<file path="src/rtl/fifo_rd_stream.sv">
// fifo_rd_stream: drains a FIFO read port (1- or 2-cycle read latency) into a
// valid/ready stream. A small circular skid buffer absorbs the read latency so
// the stream can sustain one word per cycle.
// Optional word counter: define FIFO_RD_STREAM_WORD_CNT_EN.
module fifo_rd_stream #(
  parameter int DATA_WIDTH = 32,
  parameter int RD_LATENCY = 1,
  parameter int BUF_DEPTH  = RD_LATENCY + 1
) (
  input  logic                  rd_clk,
  input  logic                  rd_rst,
  input  logic                  drain_en,
  output logic                  fifo_rd_en,
  output logic                  fifo_rd_oce,
  input  logic [DATA_WIDTH-1:0] fifo_rd_data,
  input  logic                  fifo_rd_empty,
  output logic                  m_valid,
  input  logic                  m_ready,
  output logic [DATA_WIDTH-1:0] m_data,
  output logic                  busy
`ifdef FIFO_RD_STREAM_WORD_CNT_EN
  ,
  input  logic                  word_cnt_clr,
  output logic [31:0]           word_cnt
`endif
);

  // Occupancy sums need room for count + inflight without wrapping.
  localparam int SW = $clog2(BUF_DEPTH + RD_LATENCY) + 1;
  localparam int PW = (BUF_DEPTH > 1) ? $clog2(BUF_DEPTH) : 1;

  logic [SW-1:0]         r_count, r_inflight;
  logic [SW-1:0]         w_count_nxt, w_infl_nxt, w_sum;
  logic [RD_LATENCY-1:0] r_issue;
  logic [PW-1:0]         r_wptr, r_rptr;
  logic [DATA_WIDTH-1:0] r_buf [BUF_DEPTH];
  logic                  r_busy;
  logic                  w_pop, w_ret, w_rd_en;

  assign w_pop = m_valid & m_ready;
  // Oldest issue flag leaving the tracker marks returning FIFO data.
  assign w_ret = r_issue[RD_LATENCY-1];

  // Only issue when the word is guaranteed a buffer slot on return.
  assign w_sum   = r_count + r_inflight - SW'(w_pop);
  assign w_rd_en = drain_en & ~fifo_rd_empty & ~rd_rst & (w_sum < SW'(BUF_DEPTH));

  assign fifo_rd_en  = w_rd_en;
  assign fifo_rd_oce = 1'b1;
  assign m_valid     = (r_count != '0);
  assign m_data      = r_buf[r_rptr];
  assign busy        = r_busy;

  assign w_count_nxt = r_count + SW'(w_ret) - SW'(w_pop);
  assign w_infl_nxt  = r_inflight + SW'(w_rd_en) - SW'(w_ret);

  function automatic logic [PW-1:0] ptr_inc(input logic [PW-1:0] p);
    return (p == PW'(BUF_DEPTH - 1)) ? '0 : p + PW'(1);
  endfunction

  // Occupancy, read tracking, pointers and the registered busy flag.
  always_ff @(posedge rd_clk or posedge rd_rst) begin
    if (rd_rst) begin
      r_count    <= '0;
      r_inflight <= '0;
      r_issue    <= '0;
      r_wptr     <= '0;
      r_rptr     <= '0;
      r_busy     <= 1'b0;
    end else begin
      r_count    <= w_count_nxt;
      r_inflight <= w_infl_nxt;
      r_issue    <= (r_issue << 1) | RD_LATENCY'(w_rd_en);
      if (w_ret) r_wptr <= ptr_inc(r_wptr);
      if (w_pop) r_rptr <= ptr_inc(r_rptr);
      r_busy     <= (w_count_nxt != '0) | (w_infl_nxt != '0);
    end
  end

  // Skid buffer storage; returning data lands at the write pointer.
  always_ff @(posedge rd_clk or posedge rd_rst) begin
    if (rd_rst) begin
      for (int i = 0; i < BUF_DEPTH; i++) r_buf[i] <= '0;
    end else if (w_ret) begin
      r_buf[r_wptr] <= fifo_rd_data;
    end
  end

  // A return into a full buffer means the issue rule is broken.
  a_no_overflow: assert property (@(posedge rd_clk) disable iff (rd_rst)
    w_ret |-> (r_count < SW'(BUF_DEPTH)));

`ifdef FIFO_RD_STREAM_WORD_CNT_EN
  logic [31:0] r_word_cnt;

  // Popped-word counter; clear wins over increment, wraps naturally.
  always_ff @(posedge rd_clk or posedge rd_rst) begin
    if (rd_rst)            r_word_cnt <= '0;
    else if (word_cnt_clr) r_word_cnt <= '0;
    else if (w_pop)        r_word_cnt <= r_word_cnt + 32'd1;
  end

  assign word_cnt = r_word_cnt;
`endif

endmodule

</file>
<file path="config.mk">
export PLATFORM = sky130hd
export DESIGN_NAME = fifo_rd_stream
export DESIGN_NICKNAME = d
export VERILOG_FILES = /design/src/rtl/fifo_rd_stream.sv
export SDC_FILE = /design/constraint.sdc
export NUM_CORES = 1
export LEC_CHECK = 0
export ABC_AREA = 1
export CAP_MARGIN = 10
export CORE_MARGIN = 2
export CORE_UTILIZATION = 55
export CTS_BUF_LIST = sky130_fd_sc_hd__clkbuf_16
export DETAILED_ROUTE_END_ITERATION = 10
export PLACE_DENSITY = 0.82
export SKIP_LAST_GASP = 1
export SLEW_MARGIN = 20
export SYNTH_ARGS = -nofsm -noshare
export SYNTH_HDL_FRONTEND = slang
export SYNTH_SLANG_ARGS = --single-unit
</file>
<file path="constraint.sdc">
create_clock -name rd_clk -period 9.3 [get_ports rd_clk]
set_input_delay 2.79 -clock rd_clk [delete_from_list [all_inputs] [get_ports rd_clk]]
set_output_delay 2.79 -clock rd_clk [all_outputs]
set_load 0.01 [all_outputs]
</file>
; Yosys cells after proc, flatten, opt, wreduce, memory -nomap -nowiden
; Cells that the tools add are included.
[word_totals]
out_inout_bits = 36
mem_bits_rw = 0
romBits = 0
latch_bits = 0
mem_count = 0
register_bits = 74
in_bits = 37
wordCells = 41
[classes]
div = 0
multipliers = 0
n_addsub = 8
reduce_logical = 4
muxes = 8
bitwise_logic = 9
eq_ne = 0
n_lt_le_gt_ge = 4
shifts = 0
[op_table]
columns = operator, count
row1 = 2-to-1 mux 32 bit, 4
row2 = bitwise mux 64 bit, 1
row3 = demux 32 bit (select 1 bit), 1
row4 = nonzero test 3 bit, 3
row5 = subtractor 3 x 1 -> 3 bit, 3
row6 = adder 3 x 1 -> 3 bit, 2
row7 = AND 1 bit, 4
row8 = "greater-or-equal comparator 2 bit, second input constant", 2
row9 = inverter 1 -> 2 bit, 2
row10 = adder 3 bit, 1
row11 = "less-than comparator 3 x 2 -> 1 bit, second input constant", 1
row12 = "adder 1 bit, second input constant", 2
row13 = "less-than comparator 2 x 1 -> 1 bit, second input constant", 1
row14 = 2-to-1 mux 1 bit, 2
row15 = inverter 1 bit, 2
row16 = logical AND 1 bit, 1
row17 = OR 1 bit, 1

; Logic depth before layout (Yosys ltp)
; Gate-level depths: netlist (run 1).
[logic_depth]
depth_word = 9
mapped_depth = 21
depth_no_buf = 21

; Least setup slack after synthesis (run 1)
; No wires, ideal clock.
[synth_path]
kind = input -> output
from = input port rd_rst
to = output port fifo_rd_en
path_slack_ns = 1.636
arrival_time_ns = 4.874
required_time_ns = 6.510
cell_stages = 3
path_buffers = 0
path_cell_list = inv_1 > nand4_1 > a21oi_1
[synth_via]
elab_chain_len = 3
[synth_lines]
columns = item, line_no
row1 = start: declaration, 11  ; input logic rd_rst,
row2 = inverter 1 bit, 46  ; assign w_rd_en = drain_en & ~fifo_rd_empty & ~rd_rst & (w_sum < SW'(BUF_DEPTH));
row3 = AND 1 bit (2 in series), 46
row4 = end: declaration, 13  ; output logic fifo_rd_en,
; No other way between the ends.

; Final worst setup path (run 1)
[layout_path]
from = input port m_ready
to = output port fifo_rd_en
[layout_via]
elab_chain_len = 4
[layout_lines]
columns = item, line_no
row1 = start: declaration, 18  ; input logic m_ready,
row2 = AND 1 bit, 40  ; assign w_pop = m_valid & m_ready;
row3 = named net w_pop, 38  ; logic w_pop, w_ret, w_rd_en;
row4 = subtractor 3 x 1 -> 3 bit, 45  ; assign w_sum = r_count + r_inflight - SW'(w_pop);
row5 = less-than comparator 3 x 2 -> 1 bit, 46
row6 = AND 1 bit, 46
; The timed path passes the listed nets, and every way through them passes these cells.

==> summary.md, run 1 <==
| Metric | Value |
|---|---|
| Status | `completed` |
| Final period utilization | `0.896` |
| Comb pwr share | `0.461` |
| Design area | `4520 um^2` |
| Synth Register Bits | `74` |
| Yosys warns | `0` |
| Share of cells above drive strength 1 | `0.0935` |
| Worst slew margin | `0.265` |
| Cell area after placement | `4200 um^2` |
| HP Start | `r_buf[43]$_DFFE_PP0P_` |
| # DRC | `0` |
| Min-Delay Path Depth | `2` |
| Cells after DPL | `553` |
| Std cell rows | `29` |
| Footprint of the multi-input gates | `1310 um^2` |
| Endpoints failing setup | `0` |
| Hold Slack | `0.480 ns` |
| Hold Buf Count CTS | `0` |
| Cell Count, Final, Fillers Out | `569` |
| Setup_tns | `0 ns` |
| Place WS | `0.979 ns` |
| Switching share of power | `0.366` |
| Core Area | `6240 um^2` |
| Fin util | `0.724` |
| FF-to-FF End | `busy$_DFF_PP0_` |
| LEAKAGE | `2.40 nW` |
| Final min period | `8.33 ns` |
| P per Cell Area | `385 nW/um^2` |
| Element type at the critical path end | `output pin` |
| Clock power frac | `0.211` |
| Final antenna diode count | `0` |
| Port Buf Inserts | `71` |
| CP arrival | `5.54 ns` |
| Final nets | `533` |
| Hold crit path type | `flip-flop to flip-flop` |
| RSZ-0062 raised after global routing | `no` |
| Main synth FF type | `dfrtp_1` |
| Post-CTS Setup Repair Bufs | `0` |
| Initial Utilization | `0.561` |
| H-tree depth | `3` |
| Routability cong. | `0.738` |
| Die Height | `83.8 um` |
| Fin. Hold Viols | `0` |
| Drt pass-1 iters | `5` |
| Synth cell count leaders | `nand2_1 (186), dfrtp_1 (74), inv_1 (54), o21ai_0 (32), o21ai_2 (23)` |
| Most instantiated library cell after synthesis | `nand2_1` |
| EDFF count, synth | `0` |
| Kind of critical path | `primary input to output pin` |
| Initial antenna violation count | `0` |
| Max clock buf depth | `2` |
| Sinks on Clock Net | `74` |
| Peak VDD IR | `0.208 mV` |
| Skew final | `0.00530 ns` |
| R2r setup slk | `5.76 ns` |
| Synth cell types | `23` |
| Avg Cell Area, Syn | `8.28 um^2` |
| Total die area | `7020 um^2` |
| Final wirelength | `7.43 mm` |
| Sequential Power Share | `0.329` |
| Worst skew pair latency | `0.33 ns` |
| Final Max Tran Viols | `0` |
| Routed vias | `2853` |
| Worst hold endpoint | `r_buf[43]$_DFFE_PP0P_` |
| Syn Std Cell Area | `3500 um^2` |
| Reg-to-reg startpoint | `r_count[1]$_DFF_PP0_` |
| Yosys top cell by area | `dfrtp_1` |
| DRC marker count from the first detailed-route iteration | `194` |
| Switch Pwr | `0.637 mW` |
| CTS tree | `done` |
| Fmax | `120 MHz` |
| Root Buffer | `clkbuf_16` |
| Via-per-instance ratio | `5.01` |
| WL per Instance | `13.1 um` |
| Async SR Flop Fraction | `1.00` |
| Syn nets | `469` |
| Reg clk slew, reported paths | `0.06 ns` |
| Cell Int Power | `1.10 mW` |
| Die Width | `83.8 um` |
| GRT Residual Overflow | `0` |
| Number of global-route vias before repair | `2795` |
| Worst setup SP type | `primary input` |
| Tot GR Track Use | `0.222` |
| Crit Path Max Fanout | `3` |
| Num CTS Buffers | `9` |
| Sequential area share after synthesis | `0.529` |
| Worst-Margin Slew | `1.10 ns` |
| Setup ws final | `0.967 ns` |
| # IOs | `73` |
| Register area | `1850 um^2` |
| Final Power | `1.74 mW` |
| Largest net degree at the start of global routing | `75` |
| Number of fill cells in the layout | `486` |
| Data required time of the critical path | `6.51 ns` |
| R2R cell count | `18` |
| Post-synth top area share | `0.529` |
| Hpwl dp | `4.62 mm` |
| Max Cap Viol | `0` |
| Final ANT Viol Nets | `0` |
| Area grow syn2layout | `29.1%` |
| Cell types occupying the most area after synthesis | `dfrtp_1 (53%), nand2_1 (20%), inv_1 (5.8%), o21ai_2 (5.8%), o21ai_0 (4.6%)` |
| # resized after CTS | `0` |
| First-pass GRT wire length | `12.4 mm` |
| Post-synthesis cell count | `423` |
worst max path at each step:
stage,from,end,slack [ns],cells past startpoint
after floorplan,rd_rst,fifo_rd_en,1.64,3
after global placement,m_ready,fifo_rd_en,1.10,12
after detailed placement,m_ready,fifo_rd_en,0.98,12
after CTS,m_ready,fifo_rd_en,0.97,12
after global routing,m_ready,fifo_rd_en,0.84,12
final,m_ready,fifo_rd_en,0.97,12
power by group through the flow:
stage                     registers (mW)  clock network, mW  logic (mW)
after global routing               0.592              0.383       0.900
final                              0.572              0.367       0.802
after global placement             0.565                  0       0.773
after CTS                          0.571              0.370       0.810
after floorplan                    0.553                  0       0.486
after detailed placement           0.573                  0       0.801
cells by family (layout without fill, tap and decap cells):
kind of cell,Yosys count,count (layout),synth area share
other cells,1,1,0.00107
xor+xnor,1,1,0.00250
compound gates,65,65,0.118
simple gates,196,196,0.214
buf+inv,77,146,0.0972
flops,74,74,0.529
fa+ha+maj,9,9,0.0386
flip-flops by register name, indices dropped and copies added, names as in the netlist:
signal,cells
r_rptr,1
busy,1
r_inflight,3
r_count,3
r_issue,1
r_buf,64
r_wptr,1
layer usage:
metal	part of all wire	track usage	up-vias
met5	0	0	-
met4	0.014	0.0733	0
met3	0.064	0.0336	11
met2	0.49	0.365	97
met1	0.43	0.306	1335
li1	-	-	1410
cells in the final DEF (no fill, tap or decap):
| master | netlist | layout |
|---|---|---|
| a21oi_1 | 1 | 1 |
| buf_4 | 1 | 3 |
| bufinv_16 | 0 | 2 |
| clkbuf_16 | 0 | 9 |
| clkdlybuf4s50_1 | 0 | 71 |
| clkinv_1 | 1 | 1 |
| clkinv_2 | 0 | 1 |
| clkinvlp_4 | 0 | 2 |
| conb_1 | 1 | 1 |
| dfrtp_1 | 74 | 74 |
| fa_1 | 3 | 3 |
| ha_1 | 6 | 6 |
| inv_1 | 54 | 54 |
| inv_2 | 1 | 2 |
| inv_6 | 0 | 1 |
| nand2_1 | 186 | 185 |
| nand2_2 | 0 | 1 |
| nand3_1 | 4 | 4 |
| nand4_1 | 1 | 1 |
| nor2_1 | 2 | 2 |
| nor3_1 | 1 | 1 |
| o21ai_0 | 32 | 32 |
| o21ai_1 | 9 | 9 |
| o21ai_2 | 23 | 23 |
| or2_2 | 1 | 2 |
| xor2_1 | 1 | 1 |
final cells by class:
type / instances / area share
clock buffers: 9 / 0.0498
inverters: 56 / 0.0465
flip-flops and latches: 74 / 0.410
clock inverters: 7 / 0.0205
well taps: 77 / 0.0213
multi-input cells: 272 / 0.290
repair buffers: 74 / 0.162
worst max-delay path, stage by stage:
cell             delay [ns]
clkdlybuf4s50_1        0.45
nand2_1                0.07
inv_1                  0.08
ha_1                   0.22
or2_2                  0.31
fa_1                   0.41
nand2_1                0.11
inv_1                  0.05
nor2_1                 0.11
nand2_1                0.08
a21oi_1                0.26
clkdlybuf4s50_1        0.60
(Power assumes the default switching activity.)
==> run 2: changes to the inputs <==
Settings changed: CORE_MARGIN 2 to 3.
==> run 2 against run 1 <==
Compared with the run above: critical path depth unchanged; largest cell class unchanged; utilization up 1.4 points; setup slack better by 0.032 ns; first-iteration DRC count up 6.2%; clock power down 20%; flip-flop and latch count unchanged; sequential share of layout area up 0.64 points; die area up 4.8%.
==> summary.md, run 2 (synthesis results as in run 1) <==
| Metric | Value |
|---|---|
| DRC marker count from the first detailed-route iteration | `206 (+6.2%)` |
| Hold Buf Count CTS | `0 (unchanged)` |
| Std cell rows | `28 (-3.4%)` |
| WL met3 | `415 um (-13%)` |
| Data required time of the critical path | `6.51 ns (about the same)` |
| Metal-1 WL | `3.27 mm (+2.1%)` |
| Number of global-route vias before repair | `2751 (-1.6%)` |
| LEAKAGE | `2.37 nW (-1.2%)` |
| Commonest non-fill, non-tap cell in the layout | `nand2_1` |
| Post-CTS Setup Repair Bufs | `0 (unchanged)` |
| Setup_tns | `0 ns (unchanged)` |
| Cells after DPL | `551 (-0.36%)` |
| Top Layer Used | `met4` |
| Max clock buf depth | `2 (unchanged)` |
| Kind of critical path | `primary input to output pin` |
| Worst skew pair latency | `0.32 ns (about the same)` |
| Final min period | `8.30 ns (-0.0325 ns)` |
| WL per Instance | `12.9 um (-1.2%)` |
| Final nets | `533 (unchanged)` |
| Hpwl dp | `4.63 mm (+0.12%)` |
| Die Width | `85.8 um (+2.4%)` |
| Reg-to-reg startpoint | `r_count[1]$_DFF_PP0_` |
| Root Buffer | `clkbuf_16` |
| Hold crit path type | `flip-flop to flip-flop` |
| Die Height | `85.8 um (+2.4%)` |
| Element type at the critical path end | `output pin` |
| Worst slew margin | `0.299 (+0.0345)` |
| CP Launch Point | `m_ready` |
| Core Area | `6030 um^2 (-3.4%)` |
| Fin. Hold Viols | `0 (unchanged)` |
| Largest net degree at the start of global routing | `75 (unchanged)` |
| # resized after CTS | `0 (unchanged)` |
| Peak VDD IR | `0.209 mV (+0.77%)` |
| Routed vias | `2763 (-3.2%)` |
| GRT Residual Overflow | `0 (unchanged)` |
| Share of cells above drive strength 1 | `0.0855 (-0.00796)` |
| Total die area | `7360 um^2 (+4.8%)` |
| Sinks on Clock Net | `74 (unchanged)` |
| Final wirelength | `7.30 mm (-1.7%)` |
| Port Buf Inserts | `71 (unchanged)` |
| CP arrival | `5.51 ns (-0.03 ns)` |
| Worst setup SP type | `primary input` |
| H-tree depth | `3 (unchanged)` |
| Crit Path Max Fanout | `3 (unchanged)` |
| Drt pass-1 iters | `4 (-1)` |
| Initial Utilization | `0.581 (+0.0200)` |
| Top Registers | `r_buf (64), r_count (3), r_inflight (3)` |
| CTS tree | `done` |
| Tot GR Track Use | `0.216 (-0.00647)` |
| Via-per-instance ratio | `4.88 (-2.6%)` |
| Initial antenna violation count | `0 (unchanged)` |
| P per Cell Area | `373 nW/um^2 (-3.1%)` |
| Met2 WL post-DR | `3.55 mm (-2.5%)` |
| Final Power | `1.66 mW (-4.6%)` |
| Cell Count, Final, Fillers Out | `566 (-0.53%)` |
| RSZ-0062 raised after global routing | `no` |
| Final period utilization | `0.892 (-0.00349)` |
| Final Max Tran Viols | `0 (unchanged)` |
| First-pass GRT wire length | `12.6 mm (+1.3%)` |
| Max FFs per register | `64 (unchanged)` |
| Final antenna diode count | `0 (unchanged)` |
| Hold Slack | `0.480 ns (+0.0000500 ns)` |
| Endpoints failing setup | `0 (unchanged)` |
| Area grow syn2layout | `27.1%` |
| # DRC | `0 (unchanged)` |
| Top reg by flops | `r_buf` |
| Final ANT Viol Nets | `0 (unchanged)` |
| Worst-Margin Slew | `1.04 ns (-0.0515 ns)` |
| Routability cong. | `0.826 (+12%)` |
| Commonest non-fill, non-tap cells in the layout | `nand2_1 (185), dfrtp_1 (74), clkdlybuf4s50_1 (71), inv_1 (53), o21ai_0 (32)` |
| Status | `completed` |
| Max Cap Viol | `0 (unchanged)` |
| HP Start | `r_buf[63]$_DFFE_PP0P_` |
| Num CTS Buffers | `9 (unchanged)` |
| Fmax | `120 MHz (+0.39%)` |
| Skew final | `0.00439 ns (-0.000916 ns)` |
| # IOs | `73 (unchanged)` |
| Reg clk slew, reported paths | `0.05 ns (about the same)` |
run 2: changes by cell type in the layout (fill, tap and decap cells not counted), sizes merged:
| cell | delta |
|---|---|
| bufinv | -2 |
| clkinvlp | -2 |
| inv | -2 |
| clkinv | +5 |
run 2: worst max-delay path: stages:
cell	delay, ns
clkdlybuf4s50_1	0.46
nand2_1	0.08
inv_1	0.09
ha_1	0.22
or2_2	0.30
fa_1	0.41
nand2_1	0.11
inv_1	0.05
nor2_1	0.07
nand2_1	0.05
a21oi_1	0.27
clkdlybuf4s50_1	0.61
run 2: cell type report:
class                   instances  area (um^2)
clock inverters                 6         25.0
clock buffers                   9          225
repair buffers                 74          733
flip-flops and latches         74         1850
fillers                       470         1580
inverters                      56          210
multi-input cells             272         1310
well taps                      75         93.8
run 2: final timing paths:
| check | end | slack (ns) | depth (start not counted) |
|---|---|---|---|
| max | fifo_rd_en | 1.0 | 12 |
| min | r_buf[63]$_DFFE_PP0P_ | 0.48 | 2 |
| max reg2reg | busy$_DFF_PP0_ | 5.68 | 18 |
| min reg2reg | r_buf[63]$_DFFE_PP0P_ | 0.48 | 2 |
| max in group asynchronous | r_buf[11]$_DFFE_PP0P_ | 5.58 | 3 |
| min in group asynchronous | r_buf[3]$_DFFE_PP0P_ | 3.09 | 3 |
run 2: stage by stage:
step	instance area [um^2]	worst slack (ns)	util
after global placement	4200	1.11	0.697
after CTS	4450	0.968	0.739
after global routing	4450	0.830	0.739
final	4450	1.00	0.739
after detailed placement	4200	0.977	0.697
after floorplan	3500	1.64	-
run 2: layer usage:
metal,global-route usage,vias up
li1,-,1413
met1,0.290,1269
met2,0.354,73
met3,0.0548,8
met4,0.0518,0
met5,0,-
run 2: power by group:
group          switching [mW]  internal, mW
Clock                   0.120         0.174
Combinational           0.410         0.385
Sequential             0.0867         0.485
Total                   0.618          1.04
